==> src/rtl/buzzer_tone_gen.sv <==
// Square-wave buzzer driver: maps {key_id, key_is_pressed, octave_up, octave_down} to a 50% duty tone.
// Optional `TONE_ATTACK_GAP_EN inserts a silent gap between different notes.
module buzzer_tone_gen #(
  parameter int CLK_FREQ_HZ = 50_000_000,
  parameter int KEY_ID_BITS = 3,
  parameter int DIV_WIDTH   = 20,
  parameter int GAP_MS      = 10
) (
  input  logic                   clk,
  input  logic                   rst_n,
  input  logic [KEY_ID_BITS-1:0] key_id,
  input  logic                   key_is_pressed,
  input  logic                   octave_up,
  input  logic                   octave_down,
  output logic                   buzzer_out,
  output logic                   is_sounding,
  output logic [KEY_ID_BITS-1:0] sounding_key_id
);

  // Half-period in clocks = CLK_FREQ_HZ / (2 * f), with f given in centi-hertz.
  localparam logic [63:0] CLK_X50 = 64'(CLK_FREQ_HZ) * 64'd50;
  localparam logic [DIV_WIDTH-1:0] HALF_1 = DIV_WIDTH'(CLK_X50 / 64'd26163);
  localparam logic [DIV_WIDTH-1:0] HALF_2 = DIV_WIDTH'(CLK_X50 / 64'd29366);
  localparam logic [DIV_WIDTH-1:0] HALF_3 = DIV_WIDTH'(CLK_X50 / 64'd32963);
  localparam logic [DIV_WIDTH-1:0] HALF_4 = DIV_WIDTH'(CLK_X50 / 64'd34923);
  localparam logic [DIV_WIDTH-1:0] HALF_5 = DIV_WIDTH'(CLK_X50 / 64'd39200);
  localparam logic [DIV_WIDTH-1:0] HALF_6 = DIV_WIDTH'(CLK_X50 / 64'd44000);
  localparam logic [DIV_WIDTH-1:0] HALF_7 = DIV_WIDTH'(CLK_X50 / 64'd49388);

`ifdef TONE_ATTACK_GAP_EN
  localparam logic [63:0] GAP_CYCLES = 64'(GAP_MS) * 64'(CLK_FREQ_HZ) / 64'd1000;
  localparam logic [DIV_WIDTH-1:0] GAP_LAST = DIV_WIDTH'(GAP_CYCLES - 64'd1);

  typedef enum logic [1:0] {S_SILENT = 2'd0, S_TONE = 2'd1, S_GAP = 2'd2} state_t;
`else
  typedef enum logic [1:0] {S_SILENT = 2'd0, S_TONE = 2'd1} state_t;
`endif

  state_t                 state, state_n;
  logic [DIV_WIDTH-1:0]   counter, counter_n;
  logic [DIV_WIDTH-1:0]   active_half, active_half_n;
  logic                   buzzer_n, sounding_n;
  logic [KEY_ID_BITS-1:0] sid_n;

  logic [DIV_WIDTH-1:0]   base_half, target_half;
  logic                   target_valid;
  logic                   at_boundary;

  always_comb begin
    base_half = '0;
    case (key_id)
      KEY_ID_BITS'(1): base_half = HALF_1;
      KEY_ID_BITS'(2): base_half = HALF_2;
      KEY_ID_BITS'(3): base_half = HALF_3;
      KEY_ID_BITS'(4): base_half = HALF_4;
      KEY_ID_BITS'(5): base_half = HALF_5;
      KEY_ID_BITS'(6): base_half = HALF_6;
      KEY_ID_BITS'(7): base_half = HALF_7;
      default:         base_half = '0;
    endcase
    target_half = base_half;
    if (octave_up && !octave_down)
      target_half = base_half >> 1;
    else if (octave_down && !octave_up)
      target_half = base_half << 1;
  end

  assign target_valid = key_is_pressed && (key_id != '0);
  assign at_boundary  = (counter == active_half - DIV_WIDTH'(1));

  always_comb begin
    state_n       = state;
    counter_n     = counter;
    active_half_n = active_half;
    buzzer_n      = buzzer_out;
    sounding_n    = is_sounding;
    sid_n         = sounding_key_id;

    case (state)
      S_SILENT: begin
        if (target_valid) begin
          state_n       = S_TONE;
          buzzer_n      = 1'b1;
          sounding_n    = 1'b1;
          counter_n     = '0;
          active_half_n = target_half;
          sid_n         = key_id;
        end else begin
          buzzer_n      = 1'b0;
          sounding_n    = 1'b0;
          counter_n     = '0;
          active_half_n = '0;
          sid_n         = '0;
        end
      end

      S_TONE: begin
        // Release always wins over a coincident phase boundary.
        if (!target_valid) begin
          state_n    = S_SILENT;
          buzzer_n   = 1'b0;
          sounding_n = 1'b0;
          counter_n  = '0;
          sid_n      = '0;
        end else if (at_boundary) begin
          counter_n = '0;
`ifdef TONE_ATTACK_GAP_EN
          if (key_id != sounding_key_id) begin
            state_n    = S_GAP;
            buzzer_n   = 1'b0;
            sounding_n = 1'b0;
            sid_n      = '0;
          end else begin
            buzzer_n      = ~buzzer_out;
            active_half_n = target_half;
            sid_n         = key_id;
          end
`else
          buzzer_n      = ~buzzer_out;
          active_half_n = target_half;
          sid_n         = key_id;
`endif
        end else begin
          counter_n = counter + DIV_WIDTH'(1);
        end
      end

`ifdef TONE_ATTACK_GAP_EN
      S_GAP: begin
        if (!target_valid) begin
          state_n   = S_SILENT;
          counter_n = '0;
        end else if (counter == GAP_LAST) begin
          state_n       = S_TONE;
          buzzer_n      = 1'b1;
          sounding_n    = 1'b1;
          counter_n     = '0;
          active_half_n = target_half;
          sid_n         = key_id;
        end else begin
          counter_n = counter + DIV_WIDTH'(1);
        end
      end
`endif

      default: begin
        state_n       = S_SILENT;
        buzzer_n      = 1'b0;
        sounding_n    = 1'b0;
        counter_n     = '0;
        active_half_n = '0;
        sid_n         = '0;
      end
    endcase
  end

  always_ff @(posedge clk or negedge rst_n) begin
    if (!rst_n) begin
      state           <= S_SILENT;
      counter         <= '0;
      active_half     <= '0;
      buzzer_out      <= 1'b0;
      is_sounding     <= 1'b0;
      sounding_key_id <= '0;
    end else begin
      state           <= state_n;
      counter         <= counter_n;
      active_half     <= active_half_n;
      buzzer_out      <= buzzer_n;
      is_sounding     <= sounding_n;
      sounding_key_id <= sid_n;
    end
  end

endmodule

==> config.mk <==
export PLATFORM = sky130hd
export DESIGN_NAME = buzzer_tone_gen
export DESIGN_NICKNAME = d
export VERILOG_FILES = /design/src/rtl/buzzer_tone_gen.sv
export SDC_FILE = /design/constraint.sdc
export NUM_CORES = 1
export LEC_CHECK = 0
export BUFFER_PORTS_ARGS = -buffer_cell sky130_fd_sc_hd__buf_2
export CAP_MARGIN = 10
export CORE_ASPECT_RATIO = 0.8
export CORE_MARGIN = 4
export CORE_UTILIZATION = 25
export CTS_CLUSTER_DIAMETER = 150
export DETAILED_ROUTE_END_ITERATION = 8
export GPL_ROUTABILITY_DRIVEN = 0
export PLACE_DENSITY = 0.42
export RECOVER_POWER = 25
export SLEW_MARGIN = 5
export SYNTH_ARGS = -nofsm -noshare
export SYNTH_HDL_FRONTEND = slang
export SYNTH_SLANG_ARGS = --single-unit
export TNS_END_PERCENT = 10
==> constraint.sdc <==
create_clock -name clk -period 4.25 [get_ports clk]
set_clock_uncertainty 0.2 [all_clocks]
set_input_delay 0.85 -clock clk [delete_from_list [all_inputs] [get_ports clk]]
set_output_delay 0.85 -clock clk [all_outputs]
set_load 0.05 [all_outputs]
# Yosys cells after proc, flatten, opt, wreduce, memory -nomap -nowiden
# Cells that the tools add are included.
[word_totals]
register_bits = 47
elab_cells = 55
[classes]
addsub = 2
eq_ne = 14
n_mux = 23
n_bitwise = 1
reduce_logical = 9
[ops]
columns = ["cell", "n"]
rows = [
  ["$mux W20", 8],
  ["$pmux W17 S7", 1],
  ["$pmux W20 S2", 1],
  ["$add A20 B1 Y20 const B", 1],
  ["$eq A20 B20 Y1", 1],
  ["$sub A20 B1 Y20 const B", 1],
  ["$eq A3 B3 Y1 const B", 4],
  ["$mux W3", 3],
  ["$ne A2 B2 Y1 const B", 4],
  ["$eq A3 B2 Y1 const B", 2],
  ["$pmux W3 S2", 1],
  ["$mux W1", 4],
  ["$mux W2", 2],
  ["$pmux W1 S2", 2],
  ["$pmux W2 S2", 1],
  ["$reduce_and A2 Y1", 2],
  ["$eq A3 B1 Y1 const B", 1],
  ["$logic_and A1 B1 Y1", 3],
  ["$ne A3 B3 Y1 const B", 1],
  ["$reduce_bool A3 Y1", 1],
  ["$eq A2 B1 Y1 const B", 1],
  ["$logic_not A1 Y1", 2],
  ["$logic_not A2 Y1", 1],
  ["$not A1 Y1", 1],
]

# Depth between registers and ports, before layout
# Gate-level depths: netlist of run 1.
[depth]
ltp_word = 7
depth_mapped = 11
mapped_depth_nobuf = 9

# Least setup slack after synthesis of run 1
# OpenSTA, ideal clock, no wires.
[synth_timing]
kind = "input port to flip-flop"
start = "in key_id[0]"
end = "reg active_half[11]"
setup_time_ns = 0.122
t_arrival_ns = 2.722
path_slack_ns = 1.207
cell_stages = 9
cell_sequence = "clkbuf_1 > or2_2 > o21ai_1 > clkbuf_1 > ha_1 > nor3_1 > a31oi_4 > buf_6 > o2bb2ai_1"
[synth_between]
elab_chain_cells = 7
[synth_lines]
columns = ["item", "line_no", "text"]
rows = [
  ["from (decl)", "11", "input logic [KEY_ID_BITS-1:0] key_id,"],
  ["$eq A3 B3 Y1, or another cell as far along", "51", "case (key_id)"],
  ["$pmux W17 S7", "51", ""],
  ["$mux W20", "64", "else if (octave_down && !octave_up)"],
  ["$mux W20", "62", "if (octave_up && !octave_down)"],
  ["$mux W20", "105", "end else if (at_boundary) begin"],
  ["$mux W20", "99", "if (!target_valid) begin"],
  ["$pmux W20 S2", "79", "case (state)"],
  ["to (signal assigned)", "168", "active_half <= active_half_n;"],
  ["to (decl)", "41", "logic [DIV_WIDTH-1:0] active_half, active_half_n;"],
]
# Several ways; a longest one is shown, not always the timed one. The select of a mux whose other input is x is not followed.
# A chain may end at the register's enable or synchronous reset.

# Worst setup path after layout of run 1
[layout_timing]
start = "reg active_half[0]"
end = "reg counter[8]"
[layout_between]
elab_chain_cells = 5
[layout_lines]
columns = ["item", "line_no", "text"]
rows = [
  ["$sub A20 B1 Y20", "69", "assign at_boundary = (counter == active_half - DIV_WIDTH'(1));"],
  ["$eq A20 B20 Y1", "69", ""],
  ["$mux W20", "105", ""],
  ["$mux W20", "99", ""],
  ["$mux W20", "--", ""],
  ["net counter_n[8]", "40", "logic [DIV_WIDTH-1:0] counter, counter_n;"],
  ["to (signal assigned)", "167", "counter <= counter_n;"],
  ["to (decl)", "40", ""],
]
# The timed path passes the listed nets, and every way through them passes these cells.

==> results.py, run 1 <==
metrics = {
    "timing": {
        "max_freq_mhz": 306,
        "finalSetupViolCount": 0,
        "tightest_slew_ns": 2.48,
        "totalNegativeSetupSlack_ns": 0,
        "slew_viol_final": 45,
        "fin_crit_ns": 3.26,
        "maxSlewHeadroom_pct": -65.0,
        "fin_crit_sh_pct": 76.8,
        "rsz0062_at_grt": "no",
        "hold_viol_final": 0,
    },
    "cells_and_area": {
        "final-seq-area_um2": 1100,
        "layout_common_cells": "dfrtp_1, nor3_1, nor2_1, xnor2_1, nand2_1",
        "antennaDiodeCount": 0,
        "drive_gt1_share_pct": 11.7,
        "nNetsFinal": 389,
        "fillers": 1367,
        "final_common_cell": "dfrtp_1",
        "syn2layout_area_growth_pct": 9.99,
        "multi_input_area_um2": 2060,
    },
    "floorplan": {
        "dieWidth_um": 137,
        "start_util_pct": 25.7,
        "core_um2": 12900,
        "ios": 13,
        "die_area_um2": 15200,
        "die_h_um": 111,
        "num_rows": 37,
    },
    "setup_path": {
        "crit_chain": "inv_1 > ha_1 > nor4b_2 > buf_4 > nand3_1 > or4_1 > a22oi_2 > nor3b_2 > a41o_1 > buf_4 > nor3_1",
        "startpoint_type": "flip-flop",
        "cp_max_fo": 20,
        "crit_path_frequent_cell": "buf_4",
        "end_kind": "flip-flop",
        "crit_slowest_cell": "or4_1",
        "cp_data_arrival_time_ns": 3.23,
        "worst_path_largest_cell_delay_ns": 0.55,
        "critical_path_class": "reg -> reg",
        "cp.required_ns": 4.22,
    },
    "clock_tree": {
        "cts_buffer_depth": 2,
        "clk_pin_slew_ns": 0.06,
        "clkLatencyLatePin_ns": 0.29,
        "htreeDepth": 2,
        "hold_buffers": 0,
        "cts.sinks": 44,
        "post_cts_resize_count": 0,
        "cts_buffers": 5,
        "clock-root-buffer": "clkbuf_16",
        "tritoncts": "built",
        "post-cts-setup-buffers": 0,
    },
    "drt": {
        "vias": 2788,
        "wl_per_cell_um": 15.4,
        "drtIter0Drc": 219,
        "ant_nets": 0,
        "viasPerCell": 5.05,
        "finalWirelength_mm": 8.50,
        "drc": 0,
        "drtPass1Iterations": 4,
    },
    "power_and_ir_drop": {
        "ir_drop_mv": 0.217,
        "p_leak_nw": 1.35,
        "total_power_mw": 2.30,
        "power_density_nw_per_um2": 631,
    },
    "synth": {
        "synth_top_cell_by_area": "dfrtp_1",
        "yosys_warnings": 0,
        "yosysTopAreaCellShare_pct": 33.2,
        "dominantRegCellSynth": "dfrtp_1",
        "ys_seq_area_share_pct": 33.2,
        "avgSynthCellArea_um2": 8.74,
        "synth_enable_flop_cells": 0,
        "synthArstFlopShare_pct": 100,
        "syn_nets": 393,
        "synth_cell_type_count": 64,
        "synth_cells": 380,
        "synth_area_um2": 3320,
        "ys_seq_elements": 44,
        "synth.area.top_cells": "dfrtp_1, xnor2_1, nor3_1",
    },
    "placed_design": {
        "place_hpwl_mm": 6.11,
        "io_buffer_count": 12,
    },
    "status": {
        "violations": "capacitance limit, slew limit",
        "outcome": "finished with violations",
    },
    "global_route": {
        "grt_pass1_wl_mm": 14.5,
        "antenna_found_initial": 0,
        "grtUsageTotal_pct": 12.0,
        "grt_pass1_vias": 2727,
        "grt_max_degree": 45,
        "gr-total-overflow": 0,
    },
    "job": {
        "drv_cap": 1,
    },
    "hold_path": {
        "hold_path_class": "reg -> reg",
    },
}
Yosys cell counts (all sizes together) (7+ instances only):
cell,instances
nand3,13
dfrtp,44
o2bb2ai,18
nor4,7
nand2,26
o21ai,20
clkbuf,20
inv,9
xor2,12
a31oi,8
xnor2,29
nor3,34
buf,7
nor2,30
a21oi,19
power breakdown:
part,total [mW],internal [mW],switching [mW]
clock network,0.402,0.232,0.170
registers,0.691,0.514,0.178
logic,1.21,0.523,0.688
area by class of cell:
class / instances / share of cell area (%)
clock buffers: 6 / 3.80
clock inverters: 2 / 0.274
inverters: 9 / 0.925
multi-input cells: 300 / 56.4
flip-flops and latches: 44 / 30.2
well taps: 175 / 6.00
repair buffers: 16 / 2.43
through the flow:
| stage | setup slack (ns) | util, % | std cells | cell area (um2) | hold WS, ns |
|---|---|---|---|---|---|
| after floorplan | 1.21 | - | 380 | 3320 | 0.279 |
| after global placement | 0.961 | 27.1 | 544 | 3500 | 0.290 |
| after detailed placement | 0.895 | 27.1 | 544 | 3500 | 0.293 |
| after CTS | 0.997 | 28.3 | 552 | 3650 | 0.309 |
| after global routing | 0.713 | 28.3 | 552 | 3650 | 0.318 |
| final | 0.987 | 28.3 | 552 | 3650 | 0.304 |
cells by family after synthesis:
logic type	share of synthesized area (%)
and+or+nand+nor	25.7
AOI/OAI and AO/OA	21.4
DFF	33.2
xor gates and xnor gates	10.8
buffers and inverters	4.90
muxes	2.19
adders and majority gates	1.88
layer usage:
layer / share of wire (%) / track usage (%)
met5: 0 / 0
met4: 1.2 / 3.59
met3: 4.5 / 2.54
met2: 43 / 17.6
met1: 51 / 17.5
critical path: cells and delay by family, from the launching register on:
kind,cells,cell delay (ns)
adders and majority gates,1,0.20
DFF,1,0.43
buffers and inverters,3,0.58
and+or+nand+nor,5,1.16
AOI/OAI and AO/OA,2,0.55
path summary, 6_finish.rpt:
kind                                                  from                 endpoint  slack (ns)  cells after the start
min in group asynchronous                            rst_n     counter[4]$_DFF_PN0_        1.12                      1
worst min register to register     is_sounding$_DFFE_PN0P_  is_sounding$_DFFE_PN0P_        0.30                      1
worst min-delay path               is_sounding$_DFFE_PN0P_  is_sounding$_DFFE_PN0P_        0.30                      1
worst max register to register  active_half[0]$_DFFE_PN0P_     counter[8]$_DFF_PN0_        0.99                     11
max in group asynchronous                            rst_n   buzzer_out$_DFFE_PN0P_        1.32                      1
worst max-delay path            active_half[0]$_DFFE_PN0P_     counter[8]$_DFF_PN0_        0.99                     11
registers in the layout, indices dropped and copies added, names as in the netlist:
name,count
counter,20
buzzer_out,1
state,1
sounding_key_id,3
active_half,18
is_sounding,1
Note: power is estimated with default switching activity, not from simulation.
==> inputs of run 2 (changes only) <==
- clock period: 4.25 -> 3.1 ns (I/O delays scaled with it)
==> run 2 against run 1 <==
Net effect:
- the flow now finishes without violations
- sequential power rose by 30%
- die area did not move
- cell count rose by 3.3%
- core utilization rose by 1.9 points
- critical endpoint is now sounding_key_id[0]$_DFFE_PN0P_
==> results.py, run 2 (synthesis gave the netlist of run 1 again) <==
metrics = {
    "drt": {
        "viasPerCell": 4.99,
        "drtPass1Iterations": 4,
        "finalWirelength_mm": 8.77,
        "ant_nets": 0,
        "drc": 0,
        "wl_per_cell_um": 15.4,
        "vias": 2842,
        "drtIter0Drc": 187,
    },
    "cells_and_area": {
        "finalNonFillerCells": 570,
        "syn2layout_area_growth_pct": 17.6,
        "final_common_cell": "dfrtp_1",
        "nNetsFinal": 407,
        "layout_common_cells": "dfrtp_1, nor3_1, nor2_1, xnor2_1, nand2_1",
        "drive_gt1_share_pct": 16.5,
        "regMostFlops": "counter",
        "antennaDiodeCount": 0,
        "fin_area_um2": 3900,
        "top_regs": "counter (20), active_half (18), sounding_key_id (3)",
        "final_util_pct": 30.2,
        "largest_reg_flops": 20,
    },
    "status": {
        "outcome": "complete, no violations",
    },
    "power_and_ir_drop": {
        "combinationalPowerShare_pct": 57.5,
        "switching_share_pct": 42.3,
        "seqPwrFrac_pct": 25.4,
        "p_leak_nw": 1.49,
        "total_power_mw": 3.52,
        "clkPwrFrac_pct": 17.1,
        "p_int_mw": 2.03,
        "p_sw_mw": 1.49,
        "power_density_nw_per_um2": 902,
        "ir_drop_mv": 0.321,
    },
    "clock_tree": {
        "cts.sinks": 44,
        "cts_buffer_depth": 2,
        "clock-root-buffer": "clkbuf_16",
        "hold_buffers": 0,
        "clkLatencyLatePin_ns": 0.29,
        "htreeDepth": 2,
        "cts_buffers": 5,
        "clk_pin_slew_ns": 0.06,
        "tritoncts": "built",
    },
    "timing": {
        "max_freq_mhz": 337,
        "fin_hold_ws_ns": 0.316,
        "fin_crit_sh_pct": 95.8,
        "maxSlewHeadroom_pct": 22.7,
        "totalNegativeSetupSlack_ns": 0,
        "rsz0062_at_grt": "yes",
        "tightest_slew_ns": 1.16,
        "fin_crit_ns": 2.97,
        "slew_viol_final": 0,
        "setup_slack_ns": 0.129,
        "hold_viol_final": 0,
        "finalSetupViolCount": 0,
    },
    "placed_design": {
        "placedCellCount": 558,
        "io_buffer_count": 12,
        "place_hpwl_mm": 6.24,
        "place_worst_setup_slack_ns": 0.0237,
        "dpl-instance-area_um2": 3620,
    },
    "global_route": {
        "grt_max_degree": 35,
        "grt_pass1_wl_mm": 14.6,
        "antenna_found_initial": 0,
        "gr-total-overflow": 0,
        "grtUsageTotal_pct": 11.8,
        "grt_pass1_vias": 2702,
    },
    "setup_path": {
        "cp_data_arrival_time_ns": 2.99,
        "endpoint": "sounding_key_id[0]$_DFFE_PN0P_",
        "critical_path_class": "reg -> reg",
        "r2r_slack_ns": 0.13,
        "r2r_cells": 8,
        "reg2reg_from": "active_half[11]$_DFFE_PN0P_",
        "end_kind": "flip-flop",
        "startpoint": "active_half[11]$_DFFE_PN0P_",
        "startpoint_type": "flip-flop",
        "r2r_end": "sounding_key_id[0]$_DFFE_PN0P_",
        "cp.required_ns": 3.12,
        "cp_max_fo": 6,
    },
    "floorplan": {
        "die_h_um": 111,
        "ios": 13,
        "start_util_pct": 25.7,
        "num_rows": 37,
        "core_um2": 12900,
        "dieWidth_um": 137,
        "die_area_um2": 15200,
    },
    "hold_path": {
        "hold_path_class": "reg -> reg",
        "whs_path_depth": 1,
    },
    "job": {
        "drv_cap": 0,
    },
}
[run 2: cell count changes in the layout (fill, tap and decap cells not counted), sizes merged]
| cell | change |
|---|---|
| buf | +15 |
| bufinv | +1 |
| clkinv | -1 |
| clkbuf | +3 |
[run 2: how the worst min path moves through the flow]
| stage | from | end | slack [ns] |
|---|---|---|---|
| floorplan | rst_n | active_half[0]$_DFFE_PN0P_ | 0.12 |
| global placement | is_sounding$_DFFE_PN0P_ | is_sounding$_DFFE_PN0P_ | 0.29 |
| detailed placement | active_half[1]$_DFFE_PN0P_ | active_half[1]$_DFFE_PN0P_ | 0.31 |
| CTS | rst_n | counter[0]$_DFF_PN0_ | 0.11 |
| global route | is_sounding$_DFFE_PN0P_ | is_sounding$_DFFE_PN0P_ | 0.34 |
| finish | active_half[1]$_DFFE_PN0P_ | active_half[1]$_DFFE_PN0P_ | 0.32 |
[run 2: per-layer routing]
layer	GRT usage (%)	part of all wire, %	vias up
met4	2.79	1.0	0
met3	2.31	3.5	8
met2	17.2	43	46
li1	-	-	1424
met1	17.6	53	1364
met5	0	0	-
[run 2: final cells by class]
class	count	area (um2)
multi-input combinational	300	2090
clock inverter	2	35.0
tap	175	219
inverter	9	33.8
clock buffer	6	129
fill	1371	9010
sequential	44	1100
timing repair buffer	34	294
[run 2: timing repair]
item,CTS,global route
buffers inserted,2,0
pin swaps,2,2
gates cloned,0,2
gates resized for setup,0,6
setup endpoints to repair,9,41
hold endpoints to repair,0,0
[run 2: critical path, cell delays in order (launching register included)]
cell and delay [ns]:
dfrtp_1 0.38, or4_4 0.57, or4_1 0.45, a211o_1 0.32
a22oi_2 0.14, nor3b_2 0.23, a41o_4 0.29, buf_12 0.14
mux2i_1 0.17
[run 2: power by group through the flow]
stage / clock (mW) / sequential, mW / combinational [mW]
floorplan: 0 / 0.928 / 1.34
global placement: 0 / 0.907 / 1.83
detailed placement: 0 / 0.906 / 1.83
CTS: 0.616 / 0.897 / 1.90
global route: 0.645 / 0.924 / 2.22
finish: 0.601 / 0.895 / 2.02
